## config.mk

```make
export PLATFORM = sky130hd
export DESIGN_NAME = countdown_timer_bank
export DESIGN_NICKNAME = d
export VERILOG_FILES = /design/src/rtl/timer_pkg.sv /design/src/rtl/timer_channel.sv /design/src/rtl/countdown_timer_bank.sv
export SDC_FILE = /design/constraint.sdc
export NUM_CORES = 1
export LEC_CHECK = 0
export CAP_MARGIN = 0
export CORE_MARGIN = 10
export CORE_UTILIZATION = 30
export CTS_CLUSTER_DIAMETER = 120
export CTS_CLUSTER_SIZE = 14
export DETAILED_ROUTE_END_ITERATION = 10
export PLACE_DENSITY = 0.49
export RECOVER_POWER = 100
export SYNTH_ARGS = -nofsm -noshare
export SYNTH_HDL_FRONTEND = slang
export SYNTH_SLANG_ARGS = --single-unit
```

## constraint.sdc

```tcl
create_clock -name clk -period 2.1 [get_ports clk]
set_input_delay 0.21 -clock clk [delete_from_list [all_inputs] [get_ports clk]]
set_output_delay 0.21 -clock clk [all_outputs]
set_load 0.03 [all_outputs]
```

## src/rtl/timer_pkg.sv

```systemverilog
// Shared types and BCD helpers for the countdown timer bank.
// Channel states, MM:SS BCD layout and digit limits.
package timer_pkg;

  typedef enum logic [1:0] {
    IDLE  = 2'd0,
    RUN   = 2'd1,
    PAUSE = 2'd2,
    DONE  = 2'd3
  } state_t;

  localparam logic [3:0] SEC_MAX_TENS  = 4'h5;
  localparam logic [3:0] SEC_MAX_ONES  = 4'h9;
  localparam logic [7:0] SEC_MAX       = {SEC_MAX_TENS, SEC_MAX_ONES};
  localparam logic [3:0] MAX_BCD_DIGIT = 4'h9;

  typedef struct packed {
    logic [3:0] min10;
    logic [3:0] min1;
    logic [3:0] sec10;
    logic [3:0] sec1;
  } mmss_t;

  // One-second BCD decrement with borrow through seconds into minutes.
  function automatic mmss_t bcd_dec(input mmss_t t);
    mmss_t r;
    r = t;
    if (t.sec1 != 4'd0) begin
      r.sec1 = t.sec1 - 4'd1;
    end else begin
      r.sec1 = MAX_BCD_DIGIT;
      if (t.sec10 != 4'd0) begin
        r.sec10 = t.sec10 - 4'd1;
      end else begin
        r.sec10 = SEC_MAX_TENS;
        if (t.min1 != 4'd0) begin
          r.min1 = t.min1 - 4'd1;
        end else begin
          r.min1  = MAX_BCD_DIGIT;
          r.min10 = t.min10 - 4'd1;
        end
      end
    end
    return r;
  endfunction

  function automatic logic [7:0] sec_inc(input logic [7:0] s);
    logic [7:0] r;
    if (s == SEC_MAX)
      r = 8'h00;
    else if (s[3:0] == MAX_BCD_DIGIT)
      r = {s[7:4] + 4'd1, 4'd0};
    else
      r = {s[7:4], s[3:0] + 4'd1};
    return r;
  endfunction

endpackage

```

## src/rtl/timer_channel.sv

```systemverilog
// One MM:SS countdown channel: setpoint, BCD count and state.
// COUNTDOWN_AUTO_RELOAD_EN: reload setpoint on expiry and keep running.
module timer_channel
  import timer_pkg::*;
#(
  parameter int MIN_MAX = 99
) (
  input  logic   clk,
  input  logic   reset_p,
  input  logic   tick,
  input  logic   inc_min,
  input  logic   inc_sec,
  input  logic   start,
  input  logic   clear,
  input  logic   load,
  output mmss_t  setpoint,
  output mmss_t  count,
  output state_t state,
  output logic   alarm
);

  localparam logic [3:0] MM10 = 4'(MIN_MAX / 10);
  localparam logic [3:0] MM1  = 4'(MIN_MAX % 10);

  function automatic logic [7:0] min_inc(input logic [7:0] m);
    logic [7:0] r;
    if (m == {MM10, MM1})
      r = 8'h00;
    else if (m[3:0] == MAX_BCD_DIGIT)
      r = {m[7:4] + 4'd1, 4'd0};
    else
      r = {m[7:4], m[3:0] + 4'd1};
    return r;
  endfunction

  mmss_t dec;
  logic  tick_run;
  logic  do_load;
  logic  do_zero;
  logic  do_rest;

  always_comb begin
    dec      = bcd_dec(count);
    tick_run = tick && (state == RUN);
    do_load  = load | clear;
    do_zero  = !do_load && tick_run && (dec == '0);
    do_rest  = !do_load && !do_zero;
  end

  always_ff @(posedge clk) begin
    if (reset_p) begin
      setpoint <= '0;
      count    <= '0;
      state    <= IDLE;
      alarm    <= 1'b0;
    end else begin
      if (inc_sec)
        {setpoint.sec10, setpoint.sec1} <=
          sec_inc({setpoint.sec10, setpoint.sec1});
      if (inc_min)
        {setpoint.min10, setpoint.min1} <=
          min_inc({setpoint.min10, setpoint.min1});

      unique case (1'b1)
        do_load: begin
          count <= setpoint;
          state <= IDLE;
          alarm <= 1'b0;
        end
        do_zero: begin
`ifdef COUNTDOWN_AUTO_RELOAD_EN
          if (setpoint != '0) begin
            count <= setpoint;
            state <= RUN;
          end else begin
            count <= '0;
            state <= DONE;
          end
`else
          count <= '0;
          state <= DONE;
`endif
          alarm <= 1'b1;
        end
        do_rest: begin
          if (tick_run)
            count <= dec;
          if (start) begin
            unique case (state)
              IDLE:  if (count != '0) state <= RUN;
`ifdef COUNTDOWN_AUTO_RELOAD_EN
              // A pending alarm is acknowledged instead of pausing.
              RUN: begin
                if (alarm) alarm <= 1'b0;
                else       state <= PAUSE;
              end
`else
              RUN:   state <= PAUSE;
`endif
              PAUSE: state <= RUN;
              DONE: begin
                state <= IDLE;
                count <= setpoint;
                alarm <= 1'b0;
              end
            endcase
          end
        end
      endcase
    end
  end

endmodule

```

## src/rtl/countdown_timer_bank.sv

```systemverilog
// Bank of MM:SS countdown timers behind one button/set-mode front end.
// COUNTDOWN_AUTO_RELOAD_EN selects auto-reload in every channel.
module countdown_timer_bank
  import timer_pkg::*;
#(
  parameter int NUM_CH  = 4,
  parameter int MIN_MAX = 99,
  parameter int CH_W    = (NUM_CH > 1) ? $clog2(NUM_CH) : 1
) (
  input  logic              clk,
  input  logic              reset_p,
  input  logic              tick_sec,
  input  logic [CH_W-1:0]   sel_ch,
  input  logic              btn_set,
  input  logic              btn_inc_min,
  input  logic              btn_inc_sec,
  input  logic              btn_start,
  input  logic              btn_clear,
  output logic [15:0]       value,
  output logic              set_mode,
  output logic [NUM_CH-1:0] running,
  output logic [NUM_CH-1:0] alarm,
  output logic              alarm_any
);

  mmss_t  sp_a  [NUM_CH];
  mmss_t  cnt_a [NUM_CH];
  state_t st_a  [NUM_CH];

  logic [NUM_CH-1:0] run_w;
  logic [NUM_CH-1:0] al_w;
  logic              sel_ok;
  mmss_t             value_nxt;

  assign sel_ok = {1'b0, sel_ch} < (CH_W+1)'(NUM_CH);

  for (genvar g = 0; g < NUM_CH; g++) begin : g_ch
    logic hit;
    assign hit = sel_ok && (sel_ch == CH_W'(g));

    timer_channel #(
      .MIN_MAX (MIN_MAX)
    ) u_ch (
      .clk      (clk),
      .reset_p  (reset_p),
      .tick     (tick_sec),
      .inc_min  (hit && set_mode && btn_inc_min),
      .inc_sec  (hit && set_mode && btn_inc_sec),
      .start    (hit && !set_mode && btn_start),
      .clear    (hit && !set_mode && btn_clear),
      .load     (hit && set_mode && btn_set),
      .setpoint (sp_a[g]),
      .count    (cnt_a[g]),
      .state    (st_a[g]),
      .alarm    (al_w[g])
    );

    assign run_w[g] = (st_a[g] == RUN);
  end

  always_comb begin
    value_nxt = '0;
    if (sel_ok)
      value_nxt = set_mode ? sp_a[sel_ch] : cnt_a[sel_ch];
  end

  always_ff @(posedge clk) begin
    if (reset_p) begin
      set_mode  <= 1'b0;
      value     <= '0;
      running   <= '0;
      alarm     <= '0;
      alarm_any <= 1'b0;
    end else begin
      if (sel_ok && btn_set)
        set_mode <= !set_mode;
      value     <= value_nxt;
      running   <= run_w;
      alarm     <= al_w;
      alarm_any <= |al_w;
    end
  end

endmodule

```

Yosys cells after proc, flatten, opt, wreduce, memory -nomap -nowiden
Cells that the tools add are included.
W data, S select, Z words.
- register bits after elaboration: 166
- bits of input ports: 10
- output and inout port bits: 26
- $add $sub $neg: 32
- magnitude comparators: 1
- equal/unequal tests: 43
- muxes and demuxes: 91
- bitwise operators: 5
- reduce and logical (&&, ||, !) cells: 103
- operators with widths (cell ; count):
    $mux W16 ; 17
    $pmux W16 S3 ; 4
    $mux W8 ; 20
    $add A4 B1 Y4 const B ; 16
    $bmux W16 S2 ; 2
    $logic_not A16 Y1 ; 4
    $mux W4 ; 16
    $reduce_bool A16 Y1 ; 4
    $sub A4 B1 Y4 const B ; 16
    $mux W12 ; 4
    $reduce_bool A4 Y1 ; 12
    $logic_and A1 B1 Y1 ; 44
    $eq A4 B4 Y1 const B ; 8
    $eq A8 B7 Y1 const B ; 4
    $eq A8 B8 Y1 const B ; 4
    $pmux W2 S4 ; 4
    $reduce_and A2 Y1 ; 16
    $pmux W2 S3 ; 4
    $eq A2 B2 Y1 const B ; 10
    $mux W2 ; 8
    $reduce_bool A2 Y1 ; 8
    $ne A3 B3 Y1 const B ; 4
    $pmux W1 S3 ; 4
    $eq A2 B1 Y1 const B ; 5
    other kinds (9) ; 37

Depth between registers and ports, before layout
Gate-level depths: netlist of the first run.
- depth in word-level cells: 11
- gate-level depth with buffers: 9
- gate-level depth less buffers: 8

By module
Synthesis of the first run repeated with hierarchy kept, for this count alone.
- cells, all modules: 1112
- area total of the unflattened synthesis: 9377.7 sq um
- by module, submodules not included (module ; times used ; cells each ; area each (sq um) ; sequential area each (sq um)):
    timer_channel at g_ch[0].u_ch ... ; 3 ; 229 ; 1863.0 ; 700.7
    timer_channel at g_ch[3].u_ch ; 1 ; 236 ; 1980.6 ; 700.7
    countdown_timer_bank ; 1 ; 189 ; 1808.0 ; 520.5

Worst setup path before layout of the first run
OpenSTA, ideal clock, no wires.
- path type: register -> register
- from: register g_ch[0].u_ch.count[0] (netlist bit)
- to: register g_ch[0].u_ch.count[8] (netlist bit)
- data arrival time: 2187 ps
- slack: -208 ps
- stages on the path, launching flop included: 10
- path buffers: 1
- path through: dfxtp_1 > inv_1 > ha_1 > or3b_4 > or3_4 > or2_1 > clkbuf_2 > or3_1 > xor2_1 > o21ai_2
- cells in the longest elaborated chain, start to end: 7
- elaborated cells on any way between the ends: 12
- classes of those cells: add/sub: 1; mux: 6; reduce/logical: 5
- RTL lines (item ; line ; RTL):
    from (decl) ; timer_channel.sv:17 ; output mmss_t count,
    from (signal assigned) ; timer_channel.sv:66 ; count <= setpoint;
    from (signal assigned) ; timer_channel.sv:103 ; count <= setpoint;
    $sub A4 B1 Y4 or $reduce_bool A4 Y1 (tied branches) ; timer_pkg.sv:29, timer_pkg.sv:28 ;
    $mux W4 or $mux W12 (tied branches) ; timer_pkg.sv:28 ; if (t.sec1 != 4'd0) begin
    $logic_not A16 Y1 ; timer_channel.sv:46 ; do_zero = !do_load && tick_run && (dec == '0);
    $logic_and A1 B1 Y1 ; timer_channel.sv:46 ;
    $logic_not A1 Y1 ; timer_channel.sv:47 ; do_rest = !do_load && !do_zero;
    $logic_and A1 B1 Y1 ; timer_channel.sv:47 ;
    $pmux W16 S3 * ; timer_channel.sv:64 ; unique case (1'b1)
Every way passes the cells marked *; elsewhere a longest branch is shown, timed or not.
A chain may end at the register's enable or synchronous reset.

Worst setup path in the final report of the first run
Same ends and word-level chain as after synthesis.

==> key figures, run 1 <==
Run status
  – Run status: finished, violations left
  – Failing checks: setup timing

Logic synthesis
  – EDFF count, synth: 0
  – Cell taking the most area after synthesis: dfxtp_1
  – Mapped Nets: 1087
  – Complex-gate fraction of the synthesized area: 0.126
  – Sequential area share after synthesis: 0.361
  – Cell count after synthesis: 1031
  – Dominant combinational cell family by area after synthesis: simple AND/OR/NAND/NOR gates
  – Yosys top cell area share: 0.361
  – Synth Cell Area: 0.00920 mm^2
  – Seq cells post-synth: 166
  – Ys async rst share: 0
  – Synthesized area per cell: 8.92 um^2
  – Ys Warns: 0
  – Ranking of synthesized cells by area: dfxtp_1, mux4_2, ha_1, nor2_1, nand2_1
  – Top_reg_cell synth: dfxtp_1
  – Post-Synth Adder-Cell Area: 0.0626
  – Simple-gate share of the synthesized area: 0.241
  – Multiplexer area fraction after synthesis: 0.113
  – Post-Synth XOR/XNOR Area: 0.0590
  – Unique masters post-synth: 76

Timing
  – Setup ws final: -0.0845 ns
  – Slew Limit Fails: 0
  – Fin crit share: 1.04
  – Setup tns final: -0.0960 ns
  – Worst slew margin: 0.576
  – Slew @ Worst Pin: 0.636 ns
  – Final Critical Period: 2.18 ns
  – Fmax: 0.458 GHz
  – Final worst clock skew: 0.0133 ns
  – Setup violations, final: 2
  – Final hold violation count: 0
  – Unrepaired setup endpoints after global routing: true

Critical path
  – Crit path launch: g_ch[0].u_ch.count[0]$_SDFF_PP0_
  – Crit path to: g_ch[0].u_ch.count[8]$_SDFF_PP0_
  – Worst r2r src: g_ch[0].u_ch.count[0]$_SDFF_PP0_
  – R2R depth: 8
  – Endpoint class of the critical path: flip-flop
  – Crit path max fanout: 4
  – Worst EP required: 2.44 ns
  – Crit path launch type: flip-flop
  – Internal reg-to-reg setup slack: -0.08 ns
  – Crit Path Class: flip-flop to flip-flop
  – R2R Path End: g_ch[0].u_ch.count[8]$_SDFF_PP0_
  – CP arrival: 2.52 ns

Die
  – Initial core utilization: 0.302
  – Site Rows: 64
  – Core Footprint: 0.0304 mm^2
  – IO Pins: 36
  – Die area: 0.0381 mm^2
  – Die Ht: 195 um
  – Die W: 195 um

Clock tree
  – Clock Tree Buf Depth: 2
  – Clk Latency, worst-skew pair: 0.44 ns
  – H-tree levels: 4
  – CTS clk-pin slew, worst paths: 0.07 ns
  – Cts bufs inserted: 17
  – CTS tree: done
  – Clock sink count: 166
  – Clk root buf: clkbuf_16

Finish
  – Fill cell count: 3134
  – Layout cells sized above 1: 0.226
  – Sequential Area: 0.00333 mm^2
  – NumNets Final: 1222
  – Multi-input logic area: 0.00574 mm^2
  – Antenna fix cells: 0
  – Syn-to-layout area delta: 26.0%

Route
  – Remaining DRCs: 0
  – DRT Pass-1 Iters: 4
  – Total number of vias: 8032
  – DRT antenna net count: 0
  – Vias per cell: 5.10
  – Initial DRC Count: 527
  – Routed wire per std cell: 17.5 um
  – Total Wirelength: 27500 um

Flow run
  – Max Cap Viol: 0

Power
  – Leak Pwr: 4.30 nW
  – Int Power: 0.00521 W
  – Power per cell area: 622 mW/mm^2
  – Psw: 0.00199 W
  – Logic gate share of total power: 0.133
  – Sw Ratio: 0.276
  – Pwr Total: 0.00721 W
  – Clock power frac: 0.410
  – Peak supply drop: 0.534 mV
  – Register share of total power: 0.457

Global routing
  – Number of global-route vias before repair: 7658
  – First-pass GRT wire length: 43800 um
  – Gr ovfl total: 0
  – Largest net degree at the start of global routing: 72
  – Initial antenna violation count: 0
  – Gr usage total: 0.144

Place
  – I/O Buffers: 35
  – HPWL after DPL: 20800 um
  – Routability cong.: 0.854

Min path
  – Hold WC Path Type: input pin to flip-flop
[per-stage QoR]
step / worst slack [ns] / util / hold slack [ns] / std cells / area, um^2
after CTS: -0.0646 / 0.376 / 0.103 / 1571 / 11400
after global routing: -0.136 / 0.381 / 0.112 / 1575 / 11600
after detailed placement: -0.229 / 0.357 / 0.476 / 1539 / 10900
after global placement: -0.206 / 0.357 / 0.469 / 1539 / 10900
final: -0.0845 / 0.381 / 0.119 / 1575 / 11600
after floorplan: -0.153 / - / 0.347 / 1031 / 9270
[critical path: stages, from the launching register on]
cell and delay (ns):
dfxtp_2 0.33, inv_2 0.07, ha_4 0.14, or3b_4 0.38, or3_4 0.33, or2_4 0.26, or3_4 0.33, xor2_1 0.17
o21ai_2 0.06
[synth_stat cells (4+ instances only)]
cell type / n
and3_1: 4
o21ai_0: 38
mux2i_1: 28
nand2_1: 96
buf_1: 12
nor3_1: 53
o211ai_1: 5
a2111oi_0: 8
nor4_1: 13
clkbuf_1: 28
nor3b_1: 8
a311oi_1: 4
nor2_1: 137
or3_1: 12
or4_1: 5
mux4_2: 31
dfxtp_1: 166
or2_2: 8
nand3b_1: 10
nand4_1: 19
buf_2: 6
a21o_1: 4
nor4_2: 7
a211oi_1: 27
xnor2_1: 30
ha_1: 46
a21oi_1: 50
nand2b_1: 12
nor2b_1: 11
xor2_1: 32
o22ai_1: 4
a31oi_1: 6
nand3_1: 8
inv_1: 36
[power by group through the flow]
stage	sequential (W)	combinational [W]	clock (W)
floorplan	0.00338	0.000535	0
global placement	0.00337	0.000919	0
detailed placement	0.00337	0.000919	0
CTS	0.00329	0.000928	0.00305
global route	0.00331	0.00104	0.00318
finish	0.00330	0.000956	0.00295
[worst min path at each step]
stage,slack (ns),start,cells after the start,end
after floorplan,0.35,btn_set,2,set_mode$_SDFFE_PP0P_
after global placement,0.47,g_ch[2].u_ch.alarm$_SDFFE_PP0P_,2,g_ch[2].u_ch.alarm$_SDFFE_PP0P_
after detailed placement,0.48,g_ch[0].u_ch.alarm$_SDFFE_PP0P_,1,alarm[0]$_SDFF_PP0_
after CTS,0.10,reset_p,2,set_mode$_SDFFE_PP0P_
after global routing,0.11,reset_p,2,g_ch[0].u_ch.alarm$_SDFFE_PP0P_
final,0.12,reset_p,2,set_mode$_SDFFE_PP0P_
[layer usage]
layer | up-vias | global-route usage | part of all wire
li1 | 3983 | - | -
met2 | 128 | 0.224 | 0.45
met1 | 3900 | 0.200 | 0.49
met5 | - | 0 | 0
met4 | 0 | 0.0444 | 0.015
met3 | 21 | 0.0245 | 0.038
[cell families after synthesis]
| kind of cell | Yosys count |
|---|---|
| xor gates and xnor gates | 62 |
| AOI/OAI and AO/OA | 178 |
| and+or+nand+nor | 431 |
| adders and majority gates | 46 |
| DFF | 166 |
| muxes | 63 |
| buffers and inverters | 85 |
[registers in the layout, summed over array words and instances, names as in the netlist]
register and flops:
value 16, g_ch.u_ch.count 64, alarm 4, g_ch.u_ch.alarm 4
running 4, g_ch.u_ch.setpoint 64, alarm_any 1, set_mode 1
g_ch.u_ch.state 8
[cell type report]
| class | count | share of cell area |
|---|---|---|
| Multi-Input combinational cell | 780 | 0.495 |
| Clock inverter | 12 | 0.00821 |
| Timing Repair Buffer | 165 | 0.116 |
| Sequential cell | 166 | 0.287 |
| Clock buffer | 20 | 0.0386 |
| Tap cell | 396 | 0.0428 |
| Inverter | 36 | 0.0117 |
[placed cells by master, fill, tap and decap left out, drive strengths merged, types with 11 or more instances in the layout]
cell type / count
ha: 46
nand4: 19
nor3: 55
clkbuf: 20
xor2: 32
mux4: 32
or3: 14
nor2: 137
nor2b: 11
dfxtp: 166
clkdlybuf4s50: 32
nand2b: 12
buf: 133
xnor2: 30
nand2: 96
o21ai: 42
a21oi: 50
nor4: 21
a211oi: 27
mux2i: 28
nand3b: 11
inv: 41
[timing repair]
| item | CTS | global route |
|---|---|---|
| gates cloned | 0 | 0 |
| resized for setup | 3 | 36 |
| buffers inserted | 0 | 4 |
| hold buffers | 0 | 0 |
| pin swaps | 1 | 15 |
| setup endpoints to repair | 10 | 39 |
Note: power is estimated with default switching activity, not from simulation.
==> run 2, diff against run 1 <==
--- a/config.mk
+++ b/config.mk
@@ -6,7 +6,6 @@
 export NUM_CORES = 1
 export LEC_CHECK = 0
 export CAP_MARGIN = 0
-export CORE_MARGIN = 10
 export CORE_UTILIZATION = 30
 export CTS_CLUSTER_DIAMETER = 120
 export CTS_CLUSTER_SIZE = 14
==> key figures, run 2 (synthesized netlist as in run 1, its figures left out) <==
Place
  – I/O Buffers: 35 (unchanged)
  – Routability cong.: 0.871 (+2.0%)
  – Dpl cell area: 0.0109 mm^2 (+0.25%)
  – Post-Place Setup Slack: -0.218 ns (+0.0102 ns)
  – HPWL after DPL: 20900 um (+0.61%)

Critical path
  – Endpoint class of the critical path: flip-flop
  – Crit path cell chain: inv_2, ha_4, or3b_4, or3_4, or2_4, or3_1, xor2_1, o21ai_2
  – Critical path's slowest cell: or3b_4
  – Crit path launch type: flip-flop
  – Crit path max fanout: 3 (-1)
  – Delay-heaviest family, CP: simple AND/OR/NAND/NOR gates
  – Worst EP required: 2.42 ns (-0.02 ns)
  – CP arrival: 2.48 ns (-0.04 ns)
  – Buffers plus inverters on the worst setup path: 1 (unchanged)
  – Max stage delay on crit path: 0.38 ns (about the same)
  – Crit Path Class: flip-flop to flip-flop

Run status
  – Failing checks: setup timing
  – Run status: finished, violations left

Clock tree
  – CTS clk-pin slew, worst paths: 0.07 ns (about the same)
  – Clock Tree Buf Depth: 2 (unchanged)
  – Cts bufs inserted: 17 (unchanged)
  – Clock sink count: 166 (unchanged)
  – Hold buffers post-CTS: 0 (unchanged)
  – Clk root buf: clkbuf_16
  – Clk Latency, worst-skew pair: 0.44 ns (about the same)
  – CTS tree: done
  – H-tree levels: 4 (unchanged)

Power
  – Sw Ratio: 0.274 (-0.00267)
  – Logic gate share of total power: 0.126 (-0.007)
  – Clock power frac: 0.419 (+0.009)
  – Psw: 0.00199 W (-0.27%)
  – Peak supply drop: 0.534 mV (about the same)
  – Int Power: 0.00527 W (+1.1%)
  – Leak Pwr: 4.32 nW (+0.63%)
  – Power per cell area: 633 mW/mm^2 (+1.8%)
  – Register share of total power: 0.454 (-0.003)

Finish
  – NumNets Final: 1231 (+0.74%)
  – Most common cell after layout, fill and taps aside: dfxtp_1
  – Antenna fix cells: 0 (unchanged)
  – Layout cells sized above 1: 0.204 (-0.0219)
  – Most frequent cells in the layout: dfxtp_1, nor2_1, buf_4
  – Syn-to-layout area delta: 24.6%
  – Cell area after layout: 0.0115 mm^2 (-1.1%)
  – Largest registers: g_ch.u_ch.count: 64 flops, g_ch.u_ch.setpoint: 64 flops, value: 16 flops

Global routing
  – Gr ovfl total: 0 (unchanged)
  – Initial antenna violation count: 0 (unchanged)
  – First-pass GRT wire length: 42900 um (-2.0%)
  – Largest net degree at the start of global routing: 37 (-49%)
  – Gr usage total: 0.180 (+0.0358)
  – Number of global-route vias before repair: 7671 (+0.17%)

Route
  – Total number of vias: 8054 (+0.27%)
  – Initial DRC Count: 546 (+3.6%)
  – DRT antenna net count: 0 (unchanged)
  – Top Metal Used: met4
  – Met2 WL post-DR: 12100 um (-2.7%)
  – Metal3 WL: 1010 um (-4.2%)
  – Remaining DRCs: 0 (unchanged)
  – DRT Pass-1 Iters: 5 (+1)
  – Vias per cell: 5.10 (about the same)
  – Total Wirelength: 27200 um (-1.4%)
  – Routed wire per std cell: 17.2 um (-1.6%)
  – WL met1: 13600 um (-0.10%)

Timing
  – Setup ws final: -0.0582 ns (+0.0263 ns)
  – Slew @ Worst Pin: 0.585 ns (-0.0514 ns)
  – Setup violations, final: 4 (+2)
  – Slew Limit Fails: 0 (unchanged)
  – Final Critical Period: 2.16 ns (-0.0263 ns)
  – Worst slew margin: 0.610 (+0.0343)
  – Final hold violation count: 0 (unchanged)
  – Fmax: 0.463 GHz (+1.2%)
  – Unrepaired setup endpoints after global routing: true
  – Final worst clock skew: 0.0214 ns (+0.00808 ns)
  – Hold WS: 0.0810 ns (-0.0379 ns)
  – Fin crit share: 1.03 (-0.0125)

Die
  – Site Rows: 63 (-1.6%)
  – Die area: 0.0314 mm^2 (-18%)
  – IO Pins: 36 (unchanged)
  – Initial core utilization: 0.308 (+0.00561)
  – Die W: 177 um (-9.2%)
  – Die Ht: 177 um (-9.2%)
  – Core Footprint: 0.0299 mm^2 (-1.8%)

Min path
  – Hold WC Path Type: input pin to flip-flop

Flow run
  – Max Cap Viol: 0 (unchanged)
-- run 2: cell types whose count changed in the layout (fill, tap and decap cells not counted), moves of 4 or more --
cell	previous run	this run
nor4_1	8	14
dlygate4sd3_1	0	26
clkbuf_1	2	29
nor4_2	8	4
clkbuf_2	0	9
clkdlybuf4s50_1	32	6
buf_4	127	98
-- run 2: what timing repair did --
| action | CTS | global route |
|---|---|---|
| gates resized for setup | 5 | 45 |
| pin swaps | 5 | 7 |
| setup buffers | 2 | 3 |
| setup endpoints to repair | 14 | 31 |
-- run 2: path summary, 6_finish.rpt --
path	depth (start not counted)	slack, ns	to	from
max	8	-0.06	g_ch[0].u_ch.count[8]$_SDFF_PP0_	g_ch[0].u_ch.count[0]$_SDFF_PP0_
min	2	0.08	alarm[2]$_SDFF_PP0_	reset_p
min reg2reg	1	0.50	alarm[0]$_SDFF_PP0_	g_ch[0].u_ch.alarm$_SDFFE_PP0P_
max reg2reg	8	-0.06	g_ch[0].u_ch.count[8]$_SDFF_PP0_	g_ch[0].u_ch.count[0]$_SDFF_PP0_
-- run 2: final cells by class --
| class | count | area (um^2) |
|---|---|---|
| fillers | 3014 | 18400 |
| multi-input cells | 780 | 5670 |
| flip-flops and latches | 166 | 3330 |
| repair buffers | 174 | 1280 |
| well taps | 390 | 488 |
| clock buffers | 19 | 433 |
| inverters | 36 | 135 |
| clock inverters | 13 | 123 |
-- run 2: stage by stage --
step	utilization	TNS [ns]	cells	power (W)
after floorplan	-	-0.275	1031	0.00391
after global placement	0.365	-3.45	1541	0.00428
after detailed placement	0.365	-3.64	1541	0.00428
after CTS	0.384	-0.0610	1575	0.00734
after global routing	0.384	-2.05	1578	0.00755
final	0.384	-0.0980	1578	0.00726
-- run 2: power groups by stage --
stage	Sequential, W	Clock (W)	Combinational (W)
final	0.00330	0.00304	0.000916
after CTS	0.00330	0.00312	0.000918
after global placement	0.00337	0	0.000911
after floorplan	0.00338	0	0.000535
after global routing	0.00331	0.00324	0.00100
after detailed placement	0.00337	0	0.000911
-- run 2: layer usage --
layer  up-vias  GRT usage
li1       4006          -
met1      3885      0.262
met2       140      0.276
met3        23     0.0217
met4         0     0.0517
met5         -          0
==> run 3, diff against run 2 <==
--- a/config.mk
+++ b/config.mk
@@ -6,6 +6,7 @@
 export NUM_CORES = 1
 export LEC_CHECK = 0
 export CAP_MARGIN = 0
+export CORE_MARGIN = 2
 export CORE_UTILIZATION = 30
 export CTS_CLUSTER_DIAMETER = 120
 export CTS_CLUSTER_SIZE = 14
==> key figures, run 3 (synthesized netlist as in run 1, its figures left out) <==
Power
  – Int Power: 0.00557 W (+5.7%)
  – Logic gate share of total power: 0.123 (-0.003)
  – Power per cell area: 657 mW/mm^2 (+3.7%)
  – Peak supply drop: 0.573 mV (+7.3%)
  – Psw: 0.00207 W (+4.0%)
  – Leak Pwr: 4.42 nW (+2.3%)
  – Register share of total power: 0.431 (-0.023)
  – Sw Ratio: 0.271 (-0.00321)
  – Clock power frac: 0.447 (+0.028)

Finish
  – Syn-to-layout area delta: 26.4%
  – Most common cell after layout, fill and taps aside: dfxtp_1
  – Cell area after layout: 0.0116 mm^2 (+1.4%)
  – NumNets Final: 1236 (+0.41%)
  – Layout cells sized above 1: 0.223 (+0.0193)
  – Finished Layout Cells: 1589 (+0.70%)
  – Antenna fix cells: 0 (unchanged)
  – Largest registers: g_ch.u_ch.count: 64 flops, g_ch.u_ch.setpoint: 64 flops, value: 16 flops
  – Most frequent cells in the layout: dfxtp_1, nor2_1, buf_4
  – Fill cell count: 3101 (+2.9%)

Timing
  – Slew Limit Fails: 0 (unchanged)
  – Fmax: 0.460 GHz (-0.69%)
  – Unrepaired setup endpoints after global routing: true
  – Setup ws final: -0.0733 ns (-0.0151 ns)
  – Fin crit share: 1.03 (+0.00719)
  – Setup violations, final: 2 (-2)
  – Final Critical Period: 2.17 ns (+0.0151 ns)
  – Slew @ Worst Pin: 0.912 ns (+0.328 ns)
  – Worst slew margin: 0.392 (-0.218)
  – Final hold violation count: 0 (unchanged)
  – Final worst clock skew: 0.0139 ns (-0.00754 ns)

Route
  – DRT Pass-1 Iters: 5 (unchanged)
  – Remaining DRCs: 0 (unchanged)
  – Initial DRC Count: 460 (-16%)
  – WL met1: 13600 um (about the same)
  – Routed wire per std cell: 17.3 um (+0.46%)
  – Metal3 WL: 914 um (-9.7%)
  – Top Metal Used: met4
  – Total number of vias: 8141 (+1.1%)
  – DRT antenna net count: 0 (unchanged)
  – Total Wirelength: 27500 um (+1.2%)
  – Vias per cell: 5.12 (+0.38%)
  – Met2 WL post-DR: 12500 um (+3.1%)

Critical path
  – R2R depth: 8 (unchanged)
  – Crit path cell chain: inv_2, ha_4, or3b_4, or3_4, or2_4, or3_4, xor2_2, o21ai_2
  – Crit Path Class: flip-flop to flip-flop
  – Endpoint class of the critical path: flip-flop
  – Worst EP required: 2.49 ns (+0.07 ns)
  – Buffers plus inverters on the worst setup path: 1 (unchanged)
  – Crit path top cell by count: or3_4
  – Crit path max fanout: 4 (+1)
  – Max stage delay on crit path: 0.38 ns (about the same)
  – CP arrival: 2.56 ns (+0.08 ns)
  – Internal reg-to-reg setup slack: -0.07 ns (-0.02 ns)
  – Crit path launch type: flip-flop
  – R2R Path End: g_ch[0].u_ch.count[8]$_SDFF_PP0_
  – Critical path's slowest cell: or3b_4
  – Delay-heaviest family, CP: simple AND/OR/NAND/NOR gates
  – Crit path launch: g_ch[0].u_ch.count[0]$_SDFF_PP0_
  – Worst r2r src: g_ch[0].u_ch.count[0]$_SDFF_PP0_

Place
  – I/O Buffers: 35 (unchanged)
  – HPWL after DPL: 21000 um (+0.48%)
  – Routability cong.: 0.890 (+2.3%)
  – Dpl cell area: 0.0110 mm^2 (+0.71%)
  – Inst Count DP: 1553 (+0.78%)

Die
  – Die area: 0.0321 mm^2 (+2.3%)
  – Die Ht: 179 um (+1.1%)
  – Site Rows: 64 (+1.6%)
  – IO Pins: 36 (unchanged)
  – Initial core utilization: 0.303 (-0.00481)
  – Core Footprint: 0.0303 mm^2 (+1.6%)
  – Die W: 179 um (+1.1%)

Clock tree
  – H-tree levels: 4 (unchanged)
  – Clk Latency, worst-skew pair: 0.45 ns (about the same)
  – Hold buffers post-CTS: 0 (unchanged)
  – CTS clk-pin slew, worst paths: 0.08 ns (about the same)
  – CTS tree: done
  – Cts bufs inserted: 17 (unchanged)
  – Clk root buf: clkbuf_16
  – Clock sink count: 166 (unchanged)
  – Clock Tree Buf Depth: 2 (unchanged)

Run status
  – Failing checks: setup timing
  – Run status: finished, violations left

Min path
  – Hold WC Path Type: input pin to flip-flop
  – HP Start: sel_ch[1]
  – Hold depth: 4 (+2)
  – Hold path endpoint: g_ch[0].u_ch.state[1]$_SDFFE_PP0P_

Global routing
  – Largest net degree at the start of global routing: 41 (+11%)
  – Gr ovfl total: 0 (unchanged)
  – First-pass GRT wire length: 43100 um (+0.37%)
  – Gr usage total: 0.177 (-0.00268)
  – Number of global-route vias before repair: 7666 (-0.065%)
  – Initial antenna violation count: 0 (unchanged)

Flow run
  – Max Cap Viol: 0 (unchanged)
## run 3: cell types whose count changed in the layout (fill, tap and decap cells not counted), sizes merged
cell,delta
clkbuf,-7
dlygate4sd3,-1
inv,+4
clkinv,-4
buf,+11
bufinv,+2
dlygate4sd2,+1
clkinvlp,-1
## run 3: layout make-up
cell class,instances,area (um^2),area share
multi-input cells,780,5690,0.490
flip-flops and latches,166,3330,0.287
repair buffers,179,1350,0.116
well taps,396,495,0.0426
clock buffers,18,439,0.0378
clock inverters,14,185,0.0159
inverters,36,135,0.0116
## run 3: stage by stage
stage | util | power, W | hold WS (ns) | setup WS [ns] | setup TNS [ns]
2_1_floorplan | - | 0.00391 | 0.347 | -0.153 | -0.275
3_3_place_gp | 0.362 | 0.00429 | 0.476 | -0.202 | -2.17
3_5_place_dp | 0.362 | 0.00429 | 0.479 | -0.208 | -3.91
4_1_cts | 0.383 | 0.00770 | 0.149 | -0.0636 | -0.0643
5_1_grt | 0.383 | 0.00791 | 0.353 | -0.130 | -2.12
6_report | 0.383 | 0.00763 | 0.340 | -0.0733 | -0.0989
## run 3: power groups by stage
stage	clock network (W)	logic, W	registers, W
6_report	0.00341	0.000936	0.00329
5_1_grt	0.00359	0.00102	0.00330
4_1_cts	0.00347	0.000942	0.00329
3_5_place_dp	0	0.000933	0.00336
3_3_place_gp	0	0.000931	0.00336
2_1_floorplan	0	0.000535	0.00338
## run 3: timing repair
item,CTS,global route
gates cloned,0,0
buffers inserted,1,3
pin swaps,2,13
setup endpoints to repair,12,46
endpoints found under the hold margin,0,0
gates resized for setup,9,44
## run 3: worst reg2reg max path, delay by kind of cell, from the launching register on
family | cells | cell delay [ns]
flops | 1 | 0.33
xor+xnor | 1 | 0.18
simple gates | 4 | 1.29
buf+inv | 1 | 0.07
compound gates | 1 | 0.10
fa+ha+maj | 1 | 0.15
## run 3: worst max path at each step
stage,endpoint,slack (ns),cells after the start
after floorplan,g_ch[0].u_ch.count[8]$_SDFF_PP0_,-0.15,9
after global placement,g_ch[3].u_ch.count[9]$_SDFF_PP0_,-0.20,8
after detailed placement,g_ch[3].u_ch.count[8]$_SDFF_PP0_,-0.21,9
after CTS,g_ch[0].u_ch.count[8]$_SDFF_PP0_,-0.06,8
after global routing,g_ch[0].u_ch.count[8]$_SDFF_PP0_,-0.13,8
final,g_ch[0].u_ch.count[8]$_SDFF_PP0_,-0.07,8
## run 3: metal layers
| metal | global-route usage | vias up |
|---|---|---|
| met1 | 0.248 | 3983 |
| met5 | 0 | - |
| met4 | 0.0501 | 0 |
| met2 | 0.278 | 129 |
| met3 | 0.0329 | 27 |
| li1 | - | 4002 |
==> variant: new RTL, config.mk and constraints of run 1 <==
`MAX_BCD_DIGIT`: 4'h9 -> 4'h4.
--- a/src/rtl/timer_pkg.sv
+++ b/src/rtl/timer_pkg.sv
@@ -13,5 +13,5 @@
   localparam logic [3:0] SEC_MAX_ONES  = 4'h9;
   localparam logic [7:0] SEC_MAX       = {SEC_MAX_TENS, SEC_MAX_ONES};
-  localparam logic [3:0] MAX_BCD_DIGIT = 4'h9;
+  localparam logic [3:0] MAX_BCD_DIGIT = 4'h4;
 
   typedef struct packed {
Behaviour: same outputs for any inputs over 4 cycles, from zero or initial values and one cycle with reset_p high; that may be too few to reach the edited logic, so the function may still have changed.
==> variant against run 1 <==
  * The flow still finishes with violations (setup timing)
  * Wire length is 5.5% higher
  * Utilization grew 1.1 points
  * Worst setup slack worse by 0.064 ns
  * Global-route usage up 0.77 points
  * Sequential cell count unchanged
  * Total power increased by 7.3%
  * Area after synthesis up 0.82%
  * Design area is 3.3% higher
  * Critical endpoint is now g_ch[2].u_ch.state[1]
  * Largest cell class unchanged
==> variant: results (changes against run 1) <==
Parameter                              Value

Critical path
  Worst-path maximum fanout ... 2 (-2)
  Data arrival at the endpoint of the critical path ... 2.59 ns (+0.07 ns)

Finish
  Share of layout cells above drive strength 1 ... 0.2327 (+0.007095)
  Total of fill cells in the finished design ... 3097 (-1.2%)

Global route
  Global Route met3 Usage ... 0.02251 (-0.001988)
  Vias in the first global route ... 8111 (+5.9%)
  Met2 layer usage reported by global route ... 0.2354 (+0.01176)
  GR Layer Usage met1 ... 0.2128 (+0.01319)
  GRT Resource Usage Total ... 0.1520 (+0.007673)
  Maximum number of pins on one net before global-route repair ... 40 (-44%)

Yosys
  Share of the yosys chip area belonging to registers ... 0.3584 (-0.002926)
  Post-synth top cells ... dfxtp_1 (166), nor2_1 (134), nand2_1 (77)
  Synth Instances ... 1041 (+0.97%)
  Share of Yosys cell area claimed by the top area cell type ... 0.3584 (-0.002926)

Status
  Run status ... complete, but fails checks
  Violated checks ... setup timing

Drt
  Average detailed-routed wire length per instance ... 17.89 µm (+2.3%)
  Avg Vias per Cell ... 5.146 (+0.92%)

STA
  # setup viols final ... 17 (+15)
  Largest clock skew in the final design ... 0.01639 ns (+0.003067 ns)
  Total negative slack for setup checks ... -1.051 ns (-0.9550 ns)
  Worst slew slack as a fraction of its limit ... 0.1453 (-0.4303)
  Setup WS post-layout ... -0.1482 ns (-0.06378 ns)

Power and ir drop
  Maximum vdd ir drop ... 0.4433 mV (-17%)

Place
  Post-DP HPWL ... 22140 µm (+6.4%)
  Final Wtd Congestion ... 0.8589 (+0.59%)
variant: changes by cell type after synthesis, sizes merged, moves of 7 or more:
| cell | delta |
|---|---|
| a2111oi | -7 |
| a211oi | +10 |
| buf | -11 |
| clkbuf | +8 |
| nand2 | -19 |
| nand3 | +23 |
| nand4b | +7 |
| nor3 | -21 |
variant: logic make-up (layout without fill, tap and decap cells):
| group | Yosys count | in the layout | share of synthesized area |
|---|---|---|---|
| simple gates | 437 | 438 | 0.2463 |
| compound gates | 181 | 181 | 0.1281 |
| flops | 166 | 166 | 0.3584 |
| buf+inv | 88 | 275 | 0.03603 |
| xor+xnor | 62 | 62 | 0.05857 |
| mux | 59 | 59 | 0.1078 |
| fa+ha+maj | 48 | 48 | 0.06478 |
variant: routing by layer:
layer  wire length [µm]  part of all wire
met5                  0                 0
met4                433             0.015
met3               1078             0.037
met2              13160              0.45
met1              14390              0.50
variant: final cells by class:
type                       instances  share of cell area
sequential                       166              0.2787
inverter                          42             0.01318
tap                              396             0.04142
clock inverter                    14             0.01381
timing repair buffer             201              0.1290
multi-input combinational        788              0.4880
clock buffer                      18             0.03588
variant: path summary, 6_finish.rpt:
check	startpoint	endpoint	slack, ns	depth (start not counted)
worst max register to register	g_ch[2].u_ch.count[8]	g_ch[2].u_ch.state[1]	-0.15	6
worst min register to register	g_ch[1].u_ch.alarm	g_ch[1].u_ch.alarm	0.49	2
worst max-delay path	g_ch[2].u_ch.count[8]	g_ch[2].u_ch.state[1]	-0.15	6
worst min-delay path	reset_p	set_mode	0.32	2
variant: power groups by stage:
stage	registers (mW)	logic, mW	clock network, mW
floorplan	3.40	0.620	0
global placement	3.36	1.15	0
detailed placement	3.36	1.15	0
CTS	3.29	1.18	3.35
global route	3.30	1.27	3.47
finish	3.29	1.16	3.27
variant: worst max-delay path, stage by stage (launching register included):
cell       delay (ns)
dfxtp_2          0.32
or4_4            0.52
or4_4            0.50
a2111oi_4        0.21
nand4_2          0.15
nor2b_4          0.15
mux2_4           0.28
variant: repair_timing:
action,4_1_cts,5_1_grt
pin swaps,11,12
endpoints found under the hold margin,0,0
hold buffers,0,0
cloned,1,0
buffers inserted,3,3
gates resized for setup,17,32
endpoints found under the setup margin,20,28
variant: per-stage QoR:
stage	hold WS (ns)	instance area (µm²)
finish	0.3220	11960
global route	0.3321	11960
CTS	0.1188	11970
detailed placement	0.4665	11300
global placement	0.4729	11300
floorplan	0.3468	9363
